===== config.mk =====
export PLATFORM = sky130hd
export DESIGN_NAME = mul_term_gen
export DESIGN_NICKNAME = d
export VERILOG_FILES = /design/src/rtl/mul_term_gen.sv
export SDC_FILE = /design/constraint.sdc
export NUM_CORES = 1
export LEC_CHECK = 0
export CAP_MARGIN = 20
export CORE_MARGIN = 2
export CORE_UTILIZATION = 50
export DETAILED_ROUTE_END_ITERATION = 8
export PLACE_DENSITY_LB_ADDON = 0.25
export SYNTH_ARGS = -nofsm -noshare
export SYNTH_HDL_FRONTEND = slang
export SYNTH_SLANG_ARGS = --single-unit

===== constraint.sdc =====
create_clock -name clk -period 8.2 [get_ports clk]
set_clock_uncertainty 0.05 [all_clocks]
set_input_delay 2.46 -clock clk [delete_from_list [all_inputs] [get_ports clk]]
set_output_delay 2.46 -clock clk [all_outputs]
set_load 0.005 [all_outputs]

===== src/rtl/mul_term_gen.sv =====
// Bit-serial multiplier term generator: walks the set bits of x from the
// top down, fetching one LUT word per bit into a slot array.
module mul_term_gen #(
  parameter int IN_W    = 15,
  parameter int FRAC_W  = 11,
  parameter int TERMS   = 6,
  parameter int MUL_W   = 26,
  parameter int MUL_ONE = 1 << FRAC_W
) (
  input  logic                          clk,
  input  logic                          rst,
  input  logic                          in_valid,
  output logic                          in_ready,
  input  logic [IN_W-1:0]               x,
  output logic                          lut_req,
  output logic [$clog2(IN_W)-1:0]       lut_idx,
  input  logic [MUL_W-1:0]              lut_data,
  output logic                          out_valid,
  input  logic                          out_ready,
  output logic [TERMS*MUL_W-1:0]        mul_flat,
  output logic [$clog2(TERMS+1)-1:0]    term_cnt,
  output logic [IN_W-1:0]               residual,
  output logic                          trunc
);

  localparam int IDX_W = $clog2(IN_W);
  localparam int CNT_W = $clog2(TERMS+1);
  localparam logic [MUL_W-1:0] ONE = MUL_W'(MUL_ONE);

  typedef enum logic [2:0] {
    IDLE, SEL, WAIT, STORE, DONE
  } state_t;

  state_t            state;
  state_t            nxt;
  logic [IN_W-1:0]   r;
  logic [IN_W-1:0]   r_sub;
  logic [CNT_W-1:0]  k;
  logic [IDX_W-1:0]  p_q;
  logic [IDX_W-1:0]  p_lead;
  logic [MUL_W-1:0]  lut_q;
  logic [MUL_W-1:0]  slot [TERMS];
  logic              accept;

  assign accept    = in_valid && (state == IDLE);
  assign in_ready  = (state == IDLE);
  assign out_valid = (state == DONE);
  assign lut_req   = (state == SEL);
  assign lut_idx   = (state == SEL) ? p_lead : p_q;
  assign term_cnt  = k;
  assign residual  = r;
  assign trunc     = (r != '0);

  for (genvar g = 0; g < TERMS; g++) begin : g_flat
    assign mul_flat[g*MUL_W +: MUL_W] = slot[g];
  end

  // Leading-one position of the remaining operand and its removal.
  always_comb begin
    p_lead = '0;
    for (int i = 0; i < IN_W; i++) begin
      if (r[i]) p_lead = IDX_W'(i);
    end
    r_sub = r - (IN_W'(1) << p_q);
  end

  // State register.
  always_ff @(posedge clk) begin
    if (rst) state <= IDLE;
    else     state <= nxt;
  end

  // Next-state logic.
  always_comb begin
    nxt = state;
    unique case (state)
      IDLE:  if (accept) nxt = (x == '0) ? DONE : SEL;
      SEL:   nxt = WAIT;
      WAIT:  nxt = STORE;
      STORE: begin
        if (k == CNT_W'(TERMS-1) || r_sub == '0) nxt = DONE;
        else                                     nxt = SEL;
      end
      DONE:  if (out_ready) nxt = IDLE;
    endcase
  end

  // Datapath: operand, term counter, LUT capture and slot writes.
  always_ff @(posedge clk) begin
    if (rst) begin
      r     <= '0;
      k     <= '0;
      p_q   <= '0;
      lut_q <= '0;
      for (int j = 0; j < TERMS; j++) slot[j] <= ONE;
    end else begin
      case (state)
        IDLE: begin
          if (accept) begin
            r <= x;
            k <= '0;
            for (int j = 0; j < TERMS; j++) slot[j] <= ONE;
          end
        end
        SEL:  p_q   <= p_lead;
        WAIT: lut_q <= lut_data;
        STORE: begin
          for (int j = 0; j < TERMS; j++) begin
            if (CNT_W'(j) == k) slot[j] <= lut_q;
          end
          r <= r_sub;
          k <= k + CNT_W'(1);
        end
        default: ;
      endcase
    end
  end

endmodule


=== Word-level counts from Yosys, hierarchy flattened ===
Memories as Yosys holds them, arrays and structs flattened.
Cells that the tools add are included.

* Bits in registers: 51
* Bits in writable memories: 156
* Bits of input ports: 45
* Logic and storage cells: 109
* Memories kept: 1

* Add/sub/neg operators: 2
* Equal/unequal tests: 12
* Shifts and indexed selects: 1
* Multiplexer cells: 66
* Bitwise operators: 12
* Reduce and logical (&&, ||, !) cells: 10

{| class="wikitable"
|+ Memory list
! memory !! depth !! width !! read ports !! clocked after Yosys merged registers in !! write ports !! RTL line !! text
|-
| slot || 6 || 26 || 6 || 0 || 6 || 42 || <nowiki>logic [MUL_W-1:0] slot [TERMS];</nowiki>
|}

{| class="wikitable"
|+ Operators by type and width
! kind !! number
|-
| 26-bit 2-to-1 mux || 12
|-
| 4-bit 2-to-1 mux || 14
|-
| 1-bit 2-to-1 mux || 31
|-
| 15-bit logical NOT || 2
|-
| 15-bit one-hot mux with 2 select lines || 1
|-
| 15-bit 2-to-1 mux || 1
|-
| 3-bit 2-to-1 mux || 5
|-
| 3-bit one-hot mux with 5 select lines || 1
|-
| 15-bit nonzero test || 1
|-
| 1-bit by 4-bit << shifter with 15-bit output (first input constant) || 1
|-
| 15-bit subtractor || 1
|-
| 1-bit bitwise OR || 12
|-
| 2-bit by 3-bit equality test with 1-bit output (first input constant) || 2
|-
| 3-bit by 2-bit equality test with 1-bit output (second input constant) || 2
|-
| 3-bit equality test (first input constant) || 2
|-
| 3-bit equality test (second input constant) || 2
|-
| 3-bit logical NOT || 2
|-
| 3-bit one-hot mux with 2 select lines || 1
|-
| 2-bit by 1-bit != test with 1-bit output (second input constant) || 2
|-
| 2-bit AND reduction || 2
|-
| 3-bit by 1-bit adder with 3-bit output (second input constant) || 1
|-
| 1-bit by 3-bit equality test with 1-bit output (first input constant) || 1
|-
| 3-bit by 1-bit equality test with 1-bit output (second input constant) || 1
|-
| 2-bit nonzero test || 1
|-
| other kinds (2) || 2
|}

=== Logic depth before layout (Yosys ltp) ===
* Word-level depth: 15
* Mapped depth: 12

=== Worst setup path after synthesis ===
Ideal clock, no wire load.

* Kind: input -> register
* Start: input port rst
* End: memory slot[4][0] (enable)
* Setup time: 0.387 ns
* Arrival: 4.039 ns
* Required time: 7.763 ns
* Path slack: 3.725 ns
* Stages: 6
* Path buffers: 3
* Cells stage by stage: clkbuf_1 -> nor2_1 -> clkbuf_1 -> and3_1 -> clkbuf_1 -> nand2b_1

{| class="wikitable"
|+ RTL lines
! element !! RTL line !! text
|-
| start: declaration || 11 || <nowiki>input logic rst,</nowiki>
|-
| end: declaration || 42 ||
|}

==> results.sh <==
export IMPL_status="complete, no violations"
export IMPL_power_density_nw_per_um2=325.9
export IMPL_wl_per_cell_um=20.71
export IMPL_synthCells=774
export IMPL_tightest_slew_ns=1.059
export IMPL_drc=0
export IMPL_track_usage_pct=26.34
export IMPL_antenna_found_initial=0
export IMPL_gp_congestion=0.8878
export IMPL_ys_seq_area_share_pct=63.11
export IMPL_synth_mux_area_share_pct=0.2353
export IMPL_post_synth_fa_ha_maj_area_fraction_pct=3.543
export IMPL_cts_buffers=21
export IMPL_ff2ff_setup_slack_ns=4.07
export IMPL_worstPathArrival_ns=5.47
export IMPL_viasPerCell=5.736
export IMPL_grt_pass1_vias=6925
export IMPL_synth_simple_area_share_pct=21.19
export IMPL_finalCriticalPeriod_ns=5.345
export IMPL_dp_hpwl_um=17970
export IMPL_wl_met1_um=10040
export IMPL_fmax_ghz=0.1871
export IMPL_r2r_start="state[0]"
export IMPL_hold_depth=2
export IMPL_r2r_cells=6
export IMPL_fillers=1310
export IMPL_power_leakage_nw=4.832
export IMPL_die_area_um2=19170
export IMPL_core_area_um2=17840
export IMPL_insertion_delay_ns=0.49
export IMPL_async_flop_share_pct=0
export IMPL_crit_type="in2reg"
export IMPL_synth_top_family_by_area="simple AND/OR/NAND/NOR gates"
export IMPL_rsz0062_at_grt="false"
export IMPL_die_w_um=138.5
export IMPL_cts_tree="built"
export IMPL_cts_resized_gates=0
export IMPL_clkTransAtPathRegs_ns=0.06
export IMPL_synth_distinct_cells=61
export IMPL_drt_first_pass_iters=5
export IMPL_root_buffer="clkbuf_16"
export IMPL_fin_crit_sh_pct=65.18
export IMPL_r2r_end="slot[4][14]"
export IMPL_globalRouteOverflowTotal=0
export IMPL_crit_start="rst"
export IMPL_critPathMaxStageDelay_ns=0.85
export IMPL_area_growth_pct=34.06
export IMPL_crit_fanout=54
export IMPL_critPathLaunchType="input pin"
export IMPL_hold_end="residual[0]"
export IMPL_place_port_buffers=226
export IMPL_wl_met3_um=1970
export IMPL_p_total_mw=3.950
export IMPL_setup_tns_ns=0
export IMPL_highest_layer="met4"
export IMPL_slew_headroom_pct=29.40
export IMPL_initial_core_util_pct=50.67
export IMPL_synth_edf_count=156
export IMPL_fin_util_pct=67.93
export IMPL_syn_nets=844
export IMPL_ys_seq_elements=207
export IMPL_grt_max_degree=79
export IMPL_synth_xor_xnor_area_share_pct=0.5813
export IMPL_synth_area_per_cell_um2=11.68
export IMPL_dr_total_vias=7049
export IMPL_cts_setup_buffers=0
export IMPL_cts_max_level=1
export IMPL_wl_met2_um=12770
export IMPL_ios=227
export IMPL_crit_path_frequent_cell="buf_4"
export IMPL_clk_path_buf_depth=3
export IMPL_synth_compound_area_share_pct=8.913
export IMPL_drive_gt1_share_pct=5.100
export IMPL_path_cells="buf_2, buf_4, nor2_2, and3_1, nand2b_1, buf_4"
export IMPL_finalSetupViolations=0
export IMPL_hp_class="reg2reg"
export IMPL_drtIter0Drc=659
export IMPL_num_rows=49
export IMPL_vdd_ir_drop_max_uv=223.7
export IMPL_yosysWarnings=0
export IMPL_final_nets=1056
export IMPL_hold_path_startpoint="residual[0]"
export IMPL_required_ns=8.32
export IMPL_critPathSlowestCell="nor2_2"
export IMPL_end_kind="register"
export IMPL_hold_buffers=0
export IMPL_grt_pass1_wl_um=39490
export IMPL_fp_dieH_um=138.5
export IMPL_antenna_cells=0
export IMPL_hold_violations=0
export IMPL_ant_nets=0
export IMPL_drv_slew=0
export IMPL_wl_um=25450
export IMPL_synth_flop_cell="edfxtp_1"
export IMPL_netlist_area_um2=9040
export IMPL_clock_sinks=207
export IMPL_maxCapViolations=0
-- cell usage after synthesis (all sizes together), types with 3 or more instances --
cell type  instances  area (µm²)
xor2               3       26.28
or3                4       25.02
a21o               6       45.04
dfxtp             51        1021
and2              58       364.1
nand3             11       55.05
xnor2              3       26.28
o21a               4       30.03
inv               12       45.04
nor2              30       112.6
a211o              3       26.28
nand3b             3       22.52
nor2b             11       68.82
o21bai             5       37.54
o21ai             13       65.06
nand2             83       314.1
a22oi              8       60.06
and3             107       669.4
a221oi             6       58.80
nor4               6       37.54
nand2b            10       62.56
clkbuf            45       168.9
nor3              11       55.05
a21oi             55       275.3
nand4              5       31.28
a31oi              4       25.02
ha                24       300.3
edfxtp           156        4684
a211oi             4       30.03
-- registers in the layout (all words and copies together), names as in the netlist --
| register | cells |
|---|---|
| slot | 156 |
| lut_q | 26 |
| residual | 15 |
| p_q | 4 |
| state | 3 |
| term_cnt | 3 |
-- worst max-delay path: cells and delay by family --
kind | cells | cell delay (ns)
AND/OR/NAND/NOR | 3 | 2.23
buffers and inverters | 3 | 0.75
-- stage by stage --
| stage | setup slack [ns] | hold slack [ns] | instances | cell area (µm²) |
|---|---|---|---|---|
| 6_report | 2.855 | 0.4558 | 1229 | 12120 |
| 5_1_grt | 2.601 | 0.4865 | 1229 | 12120 |
| 4_1_cts | 2.892 | 0.4554 | 1229 | 12120 |
| 3_5_place_dp | 2.385 | 0.4473 | 1192 | 11490 |
| 3_3_place_gp | 2.560 | 0.4560 | 1192 | 11490 |
| 2_1_floorplan | 3.725 | 0.4200 | 774 | 9040 |
-- power by group --
group / switching (mW) / leakage, nW / internal (mW)
sequential: 0.188 / 2.07 / 1.36
clock: 0.377 / 0.311 / 0.503
combinational: 0.804 / 2.45 / 0.719
-- per-layer routing --
metal  GRT usage, %  vias to the layer above
met2          46.01                      362
met1          33.74                     3389
met3          4.641                       43
met5              0                        -
li1               -                     3255
met4          8.002                        0
-- placed cells by master, fill, tap and decap left out, types with 5 or more instances in the layout --
cell type	instances
nand3_1	11
nand4_1	5
ha_1	24
a21oi_1	55
and3_1	107
a221oi_1	5
o21bai_1	5
clkbuf_16	21
nor2_1	29
o21ai_0	13
dfxtp_1	51
nand2_1	82
nand2b_1	10
clkdlybuf4s50_1	225
nor2b_1	11
nor3_1	9
buf_4	9
and2_1	57
clkbuf_1	8
inv_1	12
a22oi_1	8
a21o_1	6
edfxtp_1	156
nor4_1	6
-- kinds of logic after synthesis --
family / Yosys count
fa+ha+maj: 25
simple gates: 351
buf+inv: 58
mux: 2
compound gates: 125
xor+xnor: 6
flops: 207
-- area by class of cell --
type / count / area [µm²] / share of cell area (%)
multi-input combinational: 509 / 3128 / 25.81
clock inverter: 5 / 32.53 / 0.2684
sequential: 207 / 5705 / 47.08
clock buffer: 32 / 596.8 / 4.925
timing repair buffer: 235 / 2325 / 19.18
inverter: 12 / 45.04 / 0.3717
tap: 229 / 286.5 / 2.364
-- worst max-delay path by stage --
| stage | endpoint | slack, ns |
|---|---|---|
| after floorplan | slot[4][0] | 3.72 |
| after global placement | slot[4][13] | 2.56 |
| after detailed placement | slot[4][13] | 2.39 |
| after CTS | slot[4][9] | 2.89 |
| after global routing | slot[5][9] | 2.60 |
| final | slot[4][14] | 2.85 |
No activity file was read; power rests on OpenSTA's default activity.
